--- src/rtl/wb_stream_bridge.sv ---
// Wishbone classic responder that bridges register accesses onto a 32-bit TX/RX stream pair.
// Loopback (CONTROL[4]) is compiled in only when WB_STREAM_BRIDGE_LOOPBACK_EN is defined.
module wb_stream_bridge #(
    parameter int DEPTH_LOG2 = 4,
    parameter int DATA_WIDTH = 32
) (
    input  logic                  clk,
    input  logic                  rst_n,
    input  logic                  i_wbs_cyc,
    input  logic                  i_wbs_stb,
    input  logic                  i_wbs_we,
    input  logic [3:0]            i_wbs_sel,
    input  logic [31:0]           i_wbs_adr,
    input  logic [DATA_WIDTH-1:0] i_wbs_dat,
    output logic [DATA_WIDTH-1:0] o_wbs_dat,
    output logic                  o_wbs_ack,
    output logic                  o_wbs_int,
    output logic [DATA_WIDTH-1:0] o_tx_data,
    output logic                  o_tx_valid,
    input  logic                  i_tx_ready,
    input  logic [DATA_WIDTH-1:0] i_rx_data,
    input  logic                  i_rx_valid,
    output logic                  o_rx_ready
);
    localparam int DEPTH = 1 << DEPTH_LOG2;
    localparam int PW    = DEPTH_LOG2 + 1;
    localparam logic [PW-1:0] DEPTH_P = PW'(DEPTH);

    // RX storage is addressed by the full pointer so the skid entry beyond DEPTH has a home.
    logic [DATA_WIDTH-1:0] r_tx_mem [DEPTH];
    logic [DATA_WIDTH-1:0] r_rx_mem [2*DEPTH];

    logic                  r_ack;
    logic [DATA_WIDTH-1:0] r_dat;
    logic                  r_int;
    logic [1:0]            r_en;
    logic [7:0]            r_thresh;
    logic                  r_tx_flush;
    logic                  r_rx_flush;
    logic                  r_tx_ovf;
    logic                  r_rx_udf;
    logic [PW-1:0]         r_tx_wr;
    logic [PW-1:0]         r_tx_rd;
    logic [PW-1:0]         r_rx_wr;
    logic [PW-1:0]         r_rx_rd;
    logic [DATA_WIDTH-1:0] r_tx_data;
    logic                  r_rx_ready;

    logic                  w_lb;
    logic                  w_req;
    logic                  w_wr;
    logic                  w_rd;
    logic                  w_ctrl_wr;
    logic                  w_stat_wr;
    logic                  w_thr_wr;
    logic                  w_data_wr;
    logic                  w_data_rd;
    logic [PW-1:0]         w_tx_count;
    logic [PW-1:0]         w_rx_count;
    logic                  w_tx_full;
    logic                  w_tx_empty;
    logic                  w_rx_empty;
    logic                  w_tx_push;
    logic                  w_tx_pop;
    logic                  w_tx_ready;
    logic                  w_rx_push;
    logic                  w_rx_pop;
    logic [DATA_WIDTH-1:0] w_rx_data;
    logic [PW-1:0]         w_tx_wr_next;
    logic [PW-1:0]         w_tx_rd_next;
    logic [PW-1:0]         w_rx_wr_next;
    logic [PW-1:0]         w_rx_rd_next;
    logic [DATA_WIDTH-1:0] w_tx_head_next;
    logic [DATA_WIDTH-1:0] w_ctrl_rd;
    logic [DATA_WIDTH-1:0] w_stat_rd;
    logic                  w_int_next;
    logic                  w_unused;

    assign w_unused = ^{i_wbs_sel, i_wbs_adr[31:2]};

`ifdef WB_STREAM_BRIDGE_LOOPBACK_EN
    logic r_lb;
    always_ff @(posedge clk or negedge rst_n) begin
        if (!rst_n) begin
            r_lb <= 1'b0;
        end else if (w_ctrl_wr) begin
            r_lb <= i_wbs_dat[4];
        end
    end
    assign w_lb = r_lb;
`else
    assign w_lb = 1'b0;
`endif

    assign w_req     = i_wbs_cyc & i_wbs_stb & ~r_ack;
    assign w_wr      = w_req & i_wbs_we;
    assign w_rd      = w_req & ~i_wbs_we;
    assign w_ctrl_wr = w_wr & (i_wbs_adr[1:0] == 2'd0);
    assign w_stat_wr = w_wr & (i_wbs_adr[1:0] == 2'd1);
    assign w_thr_wr  = w_wr & (i_wbs_adr[1:0] == 2'd2);
    assign w_data_wr = w_wr & (i_wbs_adr[1:0] == 2'd3);
    assign w_data_rd = w_rd & (i_wbs_adr[1:0] == 2'd3);

    // Full/empty decisions use the occupancy at the start of the cycle.
    assign w_tx_count = r_tx_wr - r_tx_rd;
    assign w_rx_count = r_rx_wr - r_rx_rd;
    assign w_tx_full  = (w_tx_count >= DEPTH_P);
    assign w_tx_empty = (w_tx_count == '0);
    assign w_rx_empty = (w_rx_count == '0);

    assign w_tx_ready = w_lb ? (r_rx_ready & ~r_rx_flush) : i_tx_ready;
    assign w_tx_push  = w_data_wr & ~w_tx_full;
    assign w_tx_pop   = ~w_tx_empty & w_tx_ready & ~r_tx_flush;
    assign w_rx_push  = w_lb ? w_tx_pop : (i_rx_valid & r_rx_ready & ~r_rx_flush);
    assign w_rx_pop   = w_data_rd & ~w_rx_empty;
    assign w_rx_data  = w_lb ? r_tx_data : i_rx_data;

    assign w_tx_wr_next = r_tx_flush ? '0 : r_tx_wr + {{(PW-1){1'b0}}, w_tx_push};
    assign w_tx_rd_next = r_tx_flush ? '0 : r_tx_rd + {{(PW-1){1'b0}}, w_tx_pop};
    assign w_rx_wr_next = r_rx_flush ? '0 : r_rx_wr + {{(PW-1){1'b0}}, w_rx_push};
    assign w_rx_rd_next = r_rx_flush ? '0 : r_rx_rd + {{(PW-1){1'b0}}, w_rx_pop};

    // A word written into a slot that becomes the head this cycle bypasses the array.
    assign w_tx_head_next = (w_tx_push && (w_tx_rd_next == r_tx_wr)) ? i_wbs_dat
                          : r_tx_mem[w_tx_rd_next[DEPTH_LOG2-1:0]];

    assign w_ctrl_rd = {27'b0, w_lb, 2'b00, r_en};
    assign w_stat_rd = {r_tx_ovf, r_rx_udf, 6'b0, 8'(w_tx_count), 8'b0, 8'(w_rx_count)};

    assign w_int_next = (r_en[0] & (r_thresh != 8'd0) & (8'(w_rx_count) >= r_thresh))
                      | (r_en[1] & (r_tx_ovf | r_rx_udf));

    always_ff @(posedge clk) begin
        if (w_tx_push) begin
            r_tx_mem[r_tx_wr[DEPTH_LOG2-1:0]] <= i_wbs_dat;
        end
        if (w_rx_push) begin
            r_rx_mem[r_rx_wr] <= w_rx_data;
        end
    end

    always_ff @(posedge clk or negedge rst_n) begin
        if (!rst_n) begin
            r_ack <= 1'b0;
            r_dat <= '0;
        end else begin
            if (!i_wbs_cyc) begin
                r_ack <= 1'b0;
            end else if (w_req) begin
                r_ack <= 1'b1;
            end else if (!i_wbs_stb) begin
                r_ack <= 1'b0;
            end
            if (w_rd) begin
                case (i_wbs_adr[1:0])
                    2'd0:    r_dat <= w_ctrl_rd;
                    2'd1:    r_dat <= w_stat_rd;
                    2'd2:    r_dat <= {24'b0, r_thresh};
                    default: r_dat <= w_rx_empty ? '0 : r_rx_mem[r_rx_rd];
                endcase
            end
        end
    end

    always_ff @(posedge clk or negedge rst_n) begin
        if (!rst_n) begin
            r_en       <= '0;
            r_thresh   <= '0;
            r_tx_flush <= 1'b0;
            r_rx_flush <= 1'b0;
            r_tx_ovf   <= 1'b0;
            r_rx_udf   <= 1'b0;
            r_int      <= 1'b0;
        end else begin
            r_tx_flush <= w_ctrl_wr & i_wbs_dat[2];
            r_rx_flush <= w_ctrl_wr & i_wbs_dat[3];
            if (w_ctrl_wr) begin
                r_en <= i_wbs_dat[1:0];
            end
            if (w_thr_wr) begin
                r_thresh <= i_wbs_dat[7:0];
            end
            if (w_stat_wr && i_wbs_dat[31]) begin
                r_tx_ovf <= 1'b0;
            end
            if (w_stat_wr && i_wbs_dat[30]) begin
                r_rx_udf <= 1'b0;
            end
            if (w_data_wr && w_tx_full) begin
                r_tx_ovf <= 1'b1;
            end
            if (w_data_rd && w_rx_empty) begin
                r_rx_udf <= 1'b1;
            end
            r_int <= w_int_next;
        end
    end

    // Ready lags occupancy by one cycle; the extra RX slot absorbs the resulting skid beat.
    always_ff @(posedge clk or negedge rst_n) begin
        if (!rst_n) begin
            r_tx_wr    <= '0;
            r_tx_rd    <= '0;
            r_rx_wr    <= '0;
            r_rx_rd    <= '0;
            r_tx_data  <= '0;
            r_rx_ready <= 1'b0;
        end else begin
            r_tx_wr    <= w_tx_wr_next;
            r_tx_rd    <= w_tx_rd_next;
            r_rx_wr    <= w_rx_wr_next;
            r_rx_rd    <= w_rx_rd_next;
            r_tx_data  <= w_tx_head_next;
            r_rx_ready <= ~(w_rx_count >= DEPTH_P);
        end
    end

    assign o_wbs_ack  = r_ack;
    assign o_wbs_dat  = r_dat;
    assign o_wbs_int  = r_int;
    assign o_tx_data  = r_tx_data;
    assign o_tx_valid = ~w_tx_empty & ~w_lb;
    assign o_rx_ready = r_rx_ready & ~w_lb;

endmodule

--- config.mk ---
export PLATFORM = sky130hd
export DESIGN_NAME = wb_stream_bridge
export DESIGN_NICKNAME = d
export VERILOG_FILES = /design/src/rtl/wb_stream_bridge.sv
export SDC_FILE = /design/constraint.sdc
export NUM_CORES = 2
export LEC_CHECK = 0
export ABC_AREA = 1
export CORE_ASPECT_RATIO = 0.8
export CORE_MARGIN = 2
export CORE_UTILIZATION = 55
export CTS_CLUSTER_SIZE = 28
export DETAILED_ROUTE_END_ITERATION = 6
export PLACE_DENSITY_LB_ADDON = 0.12
export SLEW_MARGIN = 20
export SYNTH_ARGS = -nofsm -noshare
export SYNTH_HDL_FRONTEND = slang
export SYNTH_SLANG_ARGS = --single-unit
export TNS_END_PERCENT = 20
--- constraint.sdc ---
create_clock -name clk -period 4.7 [get_ports clk]
set_input_delay 0.47 -clock clk [delete_from_list [all_inputs] [get_ports clk]]
set_output_delay 0.47 -clock clk [all_outputs]
set_load 0.01 [all_outputs]
==> impl_results.md <==
- Outcome: finished with violations
- Failing checks: DRC
- Crit path capture type: flop
- Die width: 390 um
- Min-delay src: i_rx_data[28]
- Routed WL per cell: 24.0 um
- Post-synthesis compound-gate area fraction: 0.0410
- Critical path fanouts, max: 95
- Max Root-Sink Buffers: 3
- Reg2reg setup slack: 0.49 ns
- Startpoint Class: flop
- Crit path arrival time: 4.93 ns
- Fmax: 238 MHz
- Reg clk slew, reported paths: 0.06 ns
- Maximum capacitance violations: 0
- Setup-failing EPs final: 0
- Multi-input gate area: 0.0156 mm^2
- Count of different cell masters after synthesis: 37
- Initial antenna violation count: 6
- Post_cts resized: 0
- Warnings, synthesis: 0
- Top cell family by delay on the critical path: simple AND/OR/NAND/NOR gates
- # rows: 113
- Leakage power: 0.0261 uW
- # fillers: 9,047
- First-pass GRT wire length: 255 mm
- Total wire length: 173 mm
- Seq/Total Area, Yosys: 0.740
- Final Hold Violating Endpoints: 0
- Final RePlAce weighted congestion: 0.821
- RSZ-0062 raised after global routing: false
- Port buffer count: 140
- Worst hold path class: input pin to flop
- Worst hold path endpoint: r_rx_mem[7][28]
- Final setup TNS: 0 ns
- TritonCTS clock tree: yes
- Post-Synth XOR/XNOR Area: 0.00120
- Post-route ant nets: 0
- Worst skew pair latency: 0.80 ns
- GRT Resource Usage Total: 0.282
- Type of the worst setup path: flop to flop
- Simple-Gate Fraction of Synth Area: 0.184
- Hold buffer count at cts: 1
- Vias in the first global route: 39,142
- Postcts setup bufs: 0
- Clock buffer count from CTS: 156
- Ports: 175
- Critical path depth in cells: 20
- Post-synthesis adder-cell area fraction: 0.00461
- Core ar.: 0.119 mm^2
- RR Endpoint: o_tx_data[13]
- Area Growth Syn to Fin: 12.9%
- Post-detail-place hpwl: 91.2 mm
- Initial DRC count: 5,293
- CP max-delay cell: fa_1
- Yosys top cell by area: edfxtp_1
- Max-slew violations: 0
- # DRC: 2
- Vias per Instance: 5.93
- Max IR drop VDD: 0.000726 V
- Share of layout cells above drive strength 1: 0.0791
- Critical path cell sequence: inv_1 -> ha_1 -> fa_1 -> inv_1 -> nor3_1 -> nand2_1 -> nor2_1 -> nor2_1 -> ha_1 -> inv_1 -> nor2_4 -> buf_12 -> nor2_1 -> nor2_1 -> o21ai_0 -> o211ai_1 -> nand3_1 -> nand2_1 -> nand2_1 -> nand2_1
- Root Buffer: clkbuf_16
- Pre-antenna DRT Iters: 7
- Register Area: 0.0487 mm^2
- Initial core utilization: 0.554
- DP Area: 0.0693 mm^2
- Relative slew margins: 0.223
- Commonest cells after routing, fill and taps aside: edfxtp_1 (1,536), nand2_1 (1,371), nand3_1 (995), nor2_1 (357), o21ai_0 (271)
- Multiplexer share of the synthesized area: 0.000514
- Worst path required time: 5.42 ns
- Total power draw: 42,100 uW
- R2r worst-path depth: 20
- Leading post-synthesis cells by cell area: edfxtp_1 (70%), nand2_1 (7.8%), nand3_1 (7.6%), dfrtp_1 (3.8%), nor2_1 (2.3%)
- Worst Tran Pin Value: 1.17 ns
- R2R Path Start: r_tx_wr[0]
- Mapped Area: 0.0657 mm^2
- Syn Area/Cell: 12.1 um^2
- Most common cell after layout, fill and taps aside: edfxtp_1
- Post-synthesis sequential element count: 1,637
- Buf/Inv on CP: 4
- Synthesized Nets: 5,562
- Pwr dens: 568 mW/mm^2
- Cell count after synthesis: 5,432
- Tmin final: 4.21 ns
- Share of the synthesized area in the top cell type: 0.702
- Hold path cells: 1
- Die Span Y: 313 um
- Design Area, Final: 0.0742 mm^2
- Nets: 5,640
- Max stage delay on crit path: 0.48 ns
- Clock sinks: 1,637
- Die ar.: 0.122 mm^2
- GRT Residual Overflow: 0
- Period utilisation layout: 0.895
- Vias: 42,671
- CTS HTree Levels: 4
- Pin count of the biggest net entering global routing: 179
- Worst Skew: 0.0271 ns
- Largest family of logic cells by synthesized area: simple AND/OR/NAND/NOR gates
==> how the worst max path moves through the flow <==
| stage | start | endpoint |
|---|---|---|
| 2_1_floorplan | r_tx_wr[0] | r_tx_mem[10][0] |
| 3_3_place_gp | r_tx_wr[0] | o_tx_data[15] |
| 3_5_place_dp | r_tx_wr[0] | o_tx_data[21] |
| 4_1_cts | r_tx_wr[0] | o_tx_data[13] |
| 5_1_grt | r_tx_wr[0] | o_tx_data[13] |
| 6_report | r_tx_wr[0] | o_tx_data[13] |
==> state kept, by name, summed over array words and instances (netlist names) <==
signal and cells:
o_wbs_int 1, r_rx_mem 1024, r_tx_wr 5, r_tx_rd 5, r_thresh 8, o_rx_ready 1, r_en 2, r_tx_mem 512
o_wbs_dat 32, r_rx_flush 1, o_tx_data 32, o_wbs_ack 1, r_rx_wr 5, r_tx_ovf 1, r_tx_flush 1, r_rx_rd 5
r_rx_udf 1
==> kinds of logic after synthesis <==
kind of cell	Yosys count
flip-flops	1637
XOR/XNOR	9
buffers and inverters	448
AO/OA/AOI/OAI	475
AND/OR/NAND/NOR	2837
adder cells (fa/ha/maj)	23
multiplexers	3
==> cell type report <==
cell class	instances	share of cell area
tap	1552	0.0262
inverter	103	0.00550
timing repair buffer	265	0.0349
clock inverter	71	0.00744
antenna	2	0.0000674
sequential	1637	0.656
clock buffer	215	0.0592
multi-input combinational	3347	0.211
==> where the power goes <==
part           internal [uW]  switching, uW
sequential             16500            352
clock                   6930           5310
combinational           3990           9060
total                  27400          14700
==> per-layer routing <==
| layer | wire (um) | vias up | GRT usage |
|---|---|---|---|
| li1 | - | 19519 | - |
| met1 | 76900 | 21083 | 0.440 |
| met2 | 77400 | 1827 | 0.417 |
| met3 | 14500 | 238 | 0.0427 |
| met4 | 3730 | 4 | 0.0783 |
| met5 | 23 | - | 0 |
==> synthesized netlist by cell type, drive strengths merged <==
| library cell | number |
|---|---|
| edfxtp | 1536 |
| nand2 | 1373 |
| nand3 | 1008 |
| nor2 | 409 |
| o21ai | 278 |
| buf | 173 |
| clkbuf | 172 |
| o211ai | 113 |
| dfrtp | 101 |
| inv | 101 |
| a21oi | 65 |
| nand4 | 38 |
| ha | 21 |
| o22ai | 12 |
| nor3 | 7 |
| xor2 | 5 |
| xnor2 | 4 |
| mux2 | 3 |
| a211oi | 2 |
| clkinv | 2 |
| fa | 2 |
| a2111oi | 1 |
| a21boi | 1 |
| a221oi | 1 |
| a22o | 1 |
| nor3b | 1 |
| nor4 | 1 |
| o41ai | 1 |
==> through the flow <==
step | hold slack [ns] | instances | worst slack, ns | util
floorplan | 0.174 | 5432 | 1.03 | -
CTS | 0.194 | 7190 | 0.536 | 0.626
finish | 0.196 | 7192 | 0.492 | 0.626
detailed placement | 0.465 | 6903 | 0.583 | 0.584
global route | 0.200 | 7192 | 0.0798 | 0.626
global placement | 0.464 | 6903 | 0.638 | 0.585
Note: power is estimated with default switching activity, not from simulation.
